$ cat src/rtl/parity_gen_check_if.sv
// parity_gen_check_if: upstream/downstream beat bundle for parity_gen_check.
// slave is the parity block's view, master the view of whoever drives it.
interface parity_gen_check_if #(
    parameter int DATA_W = 8
) ();
    logic              in_valid;
    logic              in_ready;
    logic [DATA_W-1:0] in_data;
    logic              in_par;
    logic              in_last;
    logic              out_valid;
    logic              out_ready;
    logic [DATA_W-1:0] out_data;
    logic              out_last;
    logic              out_par;
    logic              out_err;
    logic              out_frame_par;
    logic              out_frame_err;

    modport slave (
        input  in_valid, in_data, in_par, in_last, out_ready,
        output in_ready, out_valid, out_data, out_last, out_par, out_err,
               out_frame_par, out_frame_err
    );

    modport master (
        output in_valid, in_data, in_par, in_last, out_ready,
        input  in_ready, out_valid, out_data, out_last, out_par, out_err,
               out_frame_par, out_frame_err
    );
endinterface

$ cat src/rtl/parity_gen_check.sv
// parity_gen_check: one-stage word/frame parity generator and checker.
// Define PARITY_GEN_CHECK_ERRCNT_EN to build in the saturating word-error counter.
module parity_gen_check #(
    parameter int DATA_W = 8,
    parameter int CNT_W  = 8
) (
    input  logic             clk,
    input  logic             rst_n,
    input  logic             odd_mode,
    input  logic             clr_count,
    output logic [CNT_W-1:0] err_count,
    parity_gen_check_if.slave bus
);
    typedef enum logic {IDLE, IN_FRAME} state_t;

    state_t            state_q, state_d;
    logic              out_valid_q, out_valid_d;
    logic [DATA_W-1:0] out_data_q, out_data_d;
    logic              out_last_q, out_last_d;
    logic              out_par_q, out_par_d;
    logic              out_err_q, out_err_d;
    logic              frame_par_q, frame_par_d;
    logic              frame_err_q, frame_err_d;
    logic              acc_par_q, acc_par_d;
    logic              acc_err_q, acc_err_d;
    logic              accept, raw_par, word_par, word_err;

    assign bus.in_ready = !out_valid_q || bus.out_ready;
    assign accept       = bus.in_valid && bus.in_ready;
    assign raw_par      = ^bus.in_data;
    assign word_par     = raw_par ^ odd_mode;
    assign word_err     = bus.in_par != word_par;

    // Accumulators track data parity without odd_mode; the last beat's odd_mode is applied once.
    always_comb begin
        out_valid_d = accept ? 1'b1 : (bus.out_ready ? 1'b0 : out_valid_q);
        out_data_d  = accept ? bus.in_data : out_data_q;
        out_last_d  = accept ? bus.in_last : out_last_q;
        out_par_d   = accept ? word_par : out_par_q;
        out_err_d   = accept ? word_err : out_err_q;
        frame_par_d = accept ? (bus.in_last & (acc_par_q ^ word_par)) : frame_par_q;
        frame_err_d = accept ? (bus.in_last & (acc_err_q | word_err)) : frame_err_q;
        acc_par_d   = accept ? (!bus.in_last & (acc_par_q ^ raw_par)) : acc_par_q;
        acc_err_d   = accept ? (!bus.in_last & (acc_err_q | word_err)) : acc_err_q;
        state_d     = accept ? (bus.in_last ? IDLE : IN_FRAME) : state_q;
    end

    always_ff @(posedge clk or negedge rst_n) begin
        if (!rst_n) begin
            state_q     <= IDLE;
            out_valid_q <= 1'b0;
            out_data_q  <= '0;
            out_last_q  <= 1'b0;
            out_par_q   <= 1'b0;
            out_err_q   <= 1'b0;
            frame_par_q <= 1'b0;
            frame_err_q <= 1'b0;
            acc_par_q   <= 1'b0;
            acc_err_q   <= 1'b0;
        end else begin
            state_q     <= state_d;
            out_valid_q <= out_valid_d;
            out_data_q  <= out_data_d;
            out_last_q  <= out_last_d;
            out_par_q   <= out_par_d;
            out_err_q   <= out_err_d;
            frame_par_q <= frame_par_d;
            frame_err_q <= frame_err_d;
            acc_par_q   <= acc_par_d;
            acc_err_q   <= acc_err_d;
        end
    end

    assign bus.out_valid     = out_valid_q;
    assign bus.out_data      = out_data_q;
    assign bus.out_last      = out_last_q;
    assign bus.out_par       = out_par_q;
    assign bus.out_err       = out_err_q;
    assign bus.out_frame_par = frame_par_q;
    assign bus.out_frame_err = frame_err_q;

`ifdef PARITY_GEN_CHECK_ERRCNT_EN
    logic [CNT_W-1:0] err_count_q, err_count_d;

    always_comb begin
        err_count_d = clr_count ? '0
                    : (accept && word_err && err_count_q != '1) ? err_count_q + 1'b1
                    : err_count_q;
    end

    always_ff @(posedge clk or negedge rst_n) begin
        if (!rst_n) err_count_q <= '0;
        else        err_count_q <= err_count_d;
    end

    assign err_count = err_count_q;
`else
    logic unused_clr_count;
    assign unused_clr_count = clr_count;
    assign err_count        = '0;
`endif
endmodule

$ cat src/flat_wrapper.sv
// flat-port wrapper written by rule: the top's interface ports become plain ports
module parity_gen_check_flat 
#(
    parameter int DATA_W = 8,
    parameter int CNT_W  = 8
)
  (clk, rst_n, odd_mode, clr_count, err_count, bus_in_valid, bus_in_data, bus_in_par, bus_in_last, bus_out_ready, bus_in_ready, bus_out_valid, bus_out_data, bus_out_last, bus_out_par, bus_out_err, bus_out_frame_par, bus_out_frame_err);
  parity_gen_check_if #(.DATA_W(DATA_W)) bus_i ();
  input  logic clk;
  input  logic rst_n;
  input  logic odd_mode;
  input  logic clr_count;
  output logic [CNT_W-1:0] err_count;
  input wire logic [$bits(bus_i.in_valid)-1:0] bus_in_valid;
  input wire logic [$bits(bus_i.in_data)-1:0] bus_in_data;
  input wire logic [$bits(bus_i.in_par)-1:0] bus_in_par;
  input wire logic [$bits(bus_i.in_last)-1:0] bus_in_last;
  input wire logic [$bits(bus_i.out_ready)-1:0] bus_out_ready;
  output wire logic [$bits(bus_i.in_ready)-1:0] bus_in_ready;
  output wire logic [$bits(bus_i.out_valid)-1:0] bus_out_valid;
  output wire logic [$bits(bus_i.out_data)-1:0] bus_out_data;
  output wire logic [$bits(bus_i.out_last)-1:0] bus_out_last;
  output wire logic [$bits(bus_i.out_par)-1:0] bus_out_par;
  output wire logic [$bits(bus_i.out_err)-1:0] bus_out_err;
  output wire logic [$bits(bus_i.out_frame_par)-1:0] bus_out_frame_par;
  output wire logic [$bits(bus_i.out_frame_err)-1:0] bus_out_frame_err;
  assign bus_i.in_valid = bus_in_valid;
  assign bus_i.in_data = bus_in_data;
  assign bus_i.in_par = bus_in_par;
  assign bus_i.in_last = bus_in_last;
  assign bus_i.out_ready = bus_out_ready;
  assign bus_in_ready = bus_i.in_ready;
  assign bus_out_valid = bus_i.out_valid;
  assign bus_out_data = bus_i.out_data;
  assign bus_out_last = bus_i.out_last;
  assign bus_out_par = bus_i.out_par;
  assign bus_out_err = bus_i.out_err;
  assign bus_out_frame_par = bus_i.out_frame_par;
  assign bus_out_frame_err = bus_i.out_frame_err;
  parity_gen_check #(.DATA_W(DATA_W), .CNT_W(CNT_W)) u_core (.clk(clk), .rst_n(rst_n), .odd_mode(odd_mode), .clr_count(clr_count), .err_count(err_count), .bus(bus_i));
endmodule
$ cat config.mk
export PLATFORM = sky130hd
export DESIGN_NAME = parity_gen_check_flat
export DESIGN_NICKNAME = d
export VERILOG_FILES = /design/src/rtl/parity_gen_check_if.sv /design/src/rtl/parity_gen_check.sv /design/src/flat_wrapper.sv
export SDC_FILE = /design/constraint.sdc
export NUM_CORES = 1
export LEC_CHECK = 0
export CAP_MARGIN = 25
export CELL_PAD_IN_SITES_DETAIL_PLACEMENT = 0
export CELL_PAD_IN_SITES_GLOBAL_PLACEMENT = 1
export CORE_UTILIZATION = 31
export CTS_CLUSTER_DIAMETER = 50
export DETAILED_ROUTE_END_ITERATION = 16
export PLACE_DENSITY_LB_ADDON = 0.08
export SLEW_MARGIN = 5
export SYNTH_ARGS = -nofsm -noshare
export SYNTH_HDL_FRONTEND = slang
export SYNTH_SLANG_ARGS = --single-unit
$ cat constraint.sdc
create_clock -name clk -period 3.8 [get_ports clk]
set_clock_uncertainty 0.05 [all_clocks]
set_input_delay 0.38 -clock clk [delete_from_list [all_inputs] [get_ports clk]]
set_output_delay 0.38 -clock clk [all_outputs]
set_load 0.02 [all_outputs]
==> flow_summary.json, run 1 <==
{
  "status": "finished clean",
  "grt_pass1_wl_mm": 2.30,
  "nets": 114,
  "period_minus_slack_ns": 2.04,
  "avgSynthCellArea_sq_um": 11.7,
  "slowest_delay_ns": 0.63,
  "ant_nets": 0,
  "drive_above_1_share_pct": 13.4,
  "ctsHoldBuffers": 0,
  "setup-violations-final": 0,
  "worst_setup_path_end_kind": "output pin",
  "tightest_slew_ns": 0.746,
  "rows": 17,
  "worst-path-max-fanout": 4,
  "io-pin-count": 39,
  "overflow": 0,
  "slew_violations": 0,
  "post-route-period-util_pct": 53.8,
  "ys_types": 18,
  "coreArea_sq_um": 2280,
  "dp_hpwl_microns": 992,
  "die_w_microns": 51.9,
  "antenna_cells": 0,
  "htree_num_levels": 1,
  "cts_root_buf": "clkbuf_4",
  "vias": 545,
  "grt_setup_unrepaired": "false",
  "insertion_delay_ns": 0.29,
  "cp_slowest_cell": "clkdlybuf4s50_1",
  "wl_per_cell_microns": 10.8,
  "netlist_instances": 66,
  "dieArea_sq_um": 2690,
  "fmax_mhz": 489,
  "cts.sinks": 16,
  "grt_pass1_vias": 525,
  "drt-total-wl_mm": 1.35,
  "synth-seq-cells": 16,
  "cp.arrival_ns": 1.61,
  "drc": 0,
  "path_buf_inv": 2,
  "fillers": 206,
  "seqCellArea_sq_um": 400,
  "drt_iter0_drc": 6,
  "finalHoldViolations": 0,
  "total_power_w": 0.000551,
  "clk_pin_slew_ns": 0.10,
  "stdcell_count": 125,
  "grt_max_degree": 20,
  "p_leak_nw": 0.476,
  "relSlewSlack_pct": 50.1,
  "cts_tree": "done",
  "netlist_area_sq_um": 771,
  "detail_route.first_pass.iterations": 4,
  "timing.max_cap.violations": 0,
  "finalSetupTns_ns": 0,
  "clk_path_buf_depth": 2,
  "yosysWarnings": 0,
  "yosysSeqAreaShare_pct": 51.9,
  "finalWeightedCongestion": 0.698,
  "critical-path-top-delay-family": "buffers and inverters",
  "dp_cells": 121,
  "post_cts_buffers": 0,
  "path_cells": "clkdlybuf4s50_1, nand2b_1, clkdlybuf4s50_1",
  "cts_buffers": 3,
  "required_ns": 3.37,
  "syn_to_final_growth_pct": 42.0,
  "multi_input_area_sq_um": 325,
  "cts_resized": 0,
  "crit_top_cell": "clkdlybuf4s50_1",
  "io_buffers": 29,
  "groute.usage.overall_pct": 12.1,
  "ir_worst_vdd_v": 0.000258,
  "powerDensity_nw_per_um2": 503,
  "critPathKind": "in2out",
  "holdCritPathClass": "reg2reg",
  "vias_per_cell": 4.36,
  "die_h_microns": 51.9,
  "start_util_pct": 33.9,
  "start_kind": "input pin",
  "grt_antenna_before_repair": 0
}
final cells by class:
class | instances | area share [%]
tap | 28 | 3.20
sequential | 16 | 36.6
inverter | 2 | 0.686
clock buffer | 4 | 3.31
multi-input combinational | 46 | 29.7
timing repair buffer | 29 | 26.5
worst min-delay path, stage by stage (launching register included):
cell     delay [ns]
dfrtp_1        0.36
nand2_1        0.05
nand2_1        0.05
synth_stat cells, drive strengths merged:
| cell type | number | area share, % |
|---|---|---|
| or4 | 1 | 0.97 |
| mux2 | 8 | 12 |
| xnor2 | 8 | 9.1 |
| o31ai | 1 | 1.6 |
| xnor3 | 1 | 2.9 |
| nand2 | 8 | 3.9 |
| nor2 | 1 | 0.49 |
| xor2 | 1 | 1.1 |
| o21ai | 4 | 2.6 |
| a22oi | 1 | 0.97 |
| nand2b | 2 | 1.6 |
| dfrtp | 16 | 52 |
| nand3 | 1 | 0.65 |
| inv | 2 | 0.97 |
| a21oi | 1 | 0.65 |
| clkbuf | 1 | 0.49 |
| conb | 1 | 0.49 |
| buf | 8 | 7.8 |
layer usage:
metal / track usage, % / wire length, microns / share of wire, % / vias up
met5: 0 / 0 / 0 / -
met4: 4.05 / 0 / 0 / 0
met3: 6.43 / 99 / 7.4 / 0
met2: 19.2 / 629 / 47 / 26
met1: 13.9 / 616 / 46 / 254
li1: - / - / - / 265
placed cells by master (no fill, tap or decap), drive strengths merged:
cell type       n
nand2b          2
xnor3           1
nand2           8
or4             1
nor2            1
a22oi           1
clkdlybuf4s50  29
a21oi           1
xnor2           8
conb            8
dfrtp          16
o21ai           4
nand3           1
o31ai           1
inv             2
mux2            8
xor2            1
clkbuf          4
kinds of logic after synthesis:
logic type | Yosys count | synth area share, %
simple gates | 13 | 7.63
flops | 16 | 51.9
compound gates | 7 | 5.84
mux | 8 | 11.7
other cells | 1 | 0.487
buf+inv | 11 | 9.25
xor+xnor | 10 | 13.1
path summary, 6_finish.rpt:
check / from / endpoint / slack, ns / cells after the start
max: bus_out_ready / bus_in_ready / 1.76 / 3
min: u_core.bus.out_last$_DFFE_PN0P_ / u_core.bus.out_last$_DFFE_PN0P_ / 0.44 / 2
max reg2reg: u_core.bus.out_valid$_DFFE_PN0P_ / u_core.acc_par_q$_DFFE_PN0P_ / 2.03 / 4
min reg2reg: u_core.bus.out_last$_DFFE_PN0P_ / u_core.bus.out_last$_DFFE_PN0P_ / 0.44 / 2
max in group asynchronous: rst_n / u_core.bus.out_data[4]$_DFFE_PN0P_ / 2.76 / 1
min in group asynchronous: rst_n / u_core.bus.out_valid$_DFFE_PN0P_ / 0.47 / 1
power by group:
part	internal [W]	switching (W)	leakage, nW
logic	0.000107	0.000104	0.262
clock network	0.0000584	0.0000568	0.0210
registers	0.000207	0.0000168	0.192
total	0.000373	0.000178	0.476
state kept, by name (all words and copies together), names as in the netlist:
register,flops
u_core.bus.out_frame_err,1
u_core.acc_par_q,1
u_core.bus.out_last,1
u_core.bus.out_data,8
u_core.bus.out_err,1
u_core.acc_err_q,1
u_core.bus.out_frame_par,1
u_core.bus.out_valid,1
u_core.bus.out_par,1
metrics by stage:
stage | hold slack [ns] | worst slack, ns | utilization [%] | cell area [sq um]
after global routing | 0.466 | 1.68 | 48.1 | 1090
after floorplan | 0.0344 | 2.10 | - | 797
final | 0.438 | 1.76 | 48.1 | 1090
after global placement | 0.409 | 1.45 | 46.5 | 1060
after detailed placement | 0.417 | 1.48 | 46.5 | 1060
after CTS | 0.443 | 1.76 | 48.1 | 1090
No activity file was read; power rests on OpenSTA's default activity.
==> run 2, diff against run 1 <==
CORE_UTILIZATION = 28   (was 31)
clock period = 2.1 ns   (was 3.8 ns; I/O delays follow)
==> flow_summary.json, run 2 (synthesized netlist as in run 1, its figures left out) <==
{
  "coreArea_sq_um": 2540,
  "detail_route.first_pass.iterations": 3,
  "cts_tree": "done",
  "worst_setup_path_end_kind": "flip-flop",
  "status": "finished clean",
  "cts.sinks": 16,
  "clk_pin_slew_ns": 0.09,
  "rows": 18,
  "groute.usage.overall_pct": 11.7,
  "insertion_delay_ns": 0.28,
  "path_cells": "clkdlybuf4s50_1, xnor2_1, xnor2_1, xnor3_1, xor2_1, a22oi_1",
  "period_minus_slack_ns": 1.82,
  "critical-path-top-delay-family": "XOR/XNOR gates",
  "vias": 551,
  "fmax_mhz": 550,
  "grt_max_degree": 17,
  "slowest_delay_ns": 0.44,
  "grt_antenna_before_repair": 0,
  "grt_setup_unrepaired": "false",
  "total_power_w": 0.000965,
  "post-place-ws_ns": -0.0120,
  "antenna_cells": 0,
  "dp_cells": 127,
  "post_cts_buffers": 0,
  "grt_pass1_vias": 551,
  "powerDensity_nw_per_um2": 867,
  "worst-path-max-fanout": 3,
  "setup_slack_ns": 0.281,
  "stdcell_count": 130,
  "required_ns": 2.20,
  "cts_resized": 0,
  "io_buffers": 29,
  "dieArea_sq_um": 2970,
  "finalHoldViolations": 0,
  "start_kind": "input pin",
  "htree_num_levels": 1,
  "holdCritPathClass": "in2async",
  "syn_to_final_growth_pct": 44.5,
  "cp.arrival_ns": 1.92,
  "overflow": 0,
  "ant_nets": 0,
  "largest_reg_flops": 8,
  "timing.max_cap.violations": 0,
  "finalWeightedCongestion": 0.638,
  "path_buf_inv": 1,
  "ctsHoldBuffers": 0,
  "cts_buffers": 3,
  "nets": 118,
  "drt-total-wl_mm": 1.35,
  "drt_iter0_drc": 1,
  "dp_hpwl_mm": 1.07,
  "crit_top_cell": "xnor2_1",
  "critPathKind": "in2reg",
  "setup-violations-final": 0,
  "fillers": 270,
  "clk_path_buf_depth": 2,
  "ir_worst_vdd_v": 0.000593,
  "die_w_microns": 54.5,
  "post-route-period-util_pct": 86.6,
  "die_h_microns": 54.5,
  "cts_root_buf": "clkbuf_4",
  "mostFrequentLayoutCells": "clkdlybuf4s50_1, dfrtp_1",
  "drc": 0,
  "vias_per_cell": 4.24,
  "p_leak_nw": 0.487,
  "drive_above_1_share_pct": 16.0,
  "io-pin-count": 39,
  "slew_violations": 0,
  "start_util_pct": 30.3,
  "wl_per_cell_microns": 10.4,
  "grt_pass1_wl_mm": 2.39,
  "cp_slowest_cell": "clkdlybuf4s50_1",
  "final_common_cell": "clkdlybuf4s50_1"
}
==> run 2: cell types whose count changed in the layout (fill, tap and decap cells not counted) <==
| cell | delta |
|---|---|
| buf_4 | +4 |
| clkbuf_8 | -1 |
==> run 2: worst paths after layout <==
check | from | endpoint | slack (ns) | cells past startpoint
max | bus_in_data[3] | u_core.bus.out_frame_err$_DFFE_PN0P_ | 0.28 | 6
max reg2reg | u_core.bus.out_valid$_DFFE_PN0P_ | u_core.acc_par_q$_DFFE_PN0P_ | 0.67 | 4
min in group clk | u_core.bus.out_last$_DFFE_PN0P_ | u_core.bus.out_last$_DFFE_PN0P_ | 0.43 | 2
max in group asynchronous | rst_n | u_core.bus.out_data[4]$_DFFE_PN0P_ | 1.63 | 2
min reg2reg | u_core.bus.out_last$_DFFE_PN0P_ | u_core.bus.out_last$_DFFE_PN0P_ | 0.43 | 2
min | rst_n | u_core.bus.out_data[2]$_DFFE_PN0P_ | 0.19 | 2
==> run 2: cell type report <==
type / count / area [sq um] / share of cell area [%]
clock buffers: 3 / 22.5 / 2.02
inverters: 2 / 7.51 / 0.674
multi-input cells: 46 / 325 / 29.2
flip-flops and latches: 16 / 400 / 36.0
well taps: 30 / 37.5 / 3.37
repair buffers: 33 / 320 / 28.8
==> run 2: where the power goes <==
part           total (W)  internal (W)  switching [W]
sequential      0.000408      0.000375      0.0000327
clock           0.000157     0.0000665      0.0000905
combinational   0.000400      0.000209       0.000191
==> run 2: metal layers <==
metal  track usage (%)  share of wire (%)
met2              18.5                 47
met5                 0                  0
met1              14.1                 45
met4              2.56               0.89
met3              6.11                6.8
==> run 2: stage by stage <==
stage	cell area, sq um	hold WS [ns]	utilization [%]	TNS (ns)
after floorplan	797	-0.136	-	0
after global placement	1090	0.416	42.9	-0.0335
after detailed placement	1090	0.416	42.9	-0.0149
after CTS	1110	0.197	43.8	0
after global routing	1110	0.202	43.8	0
final	1110	0.191	43.8	0
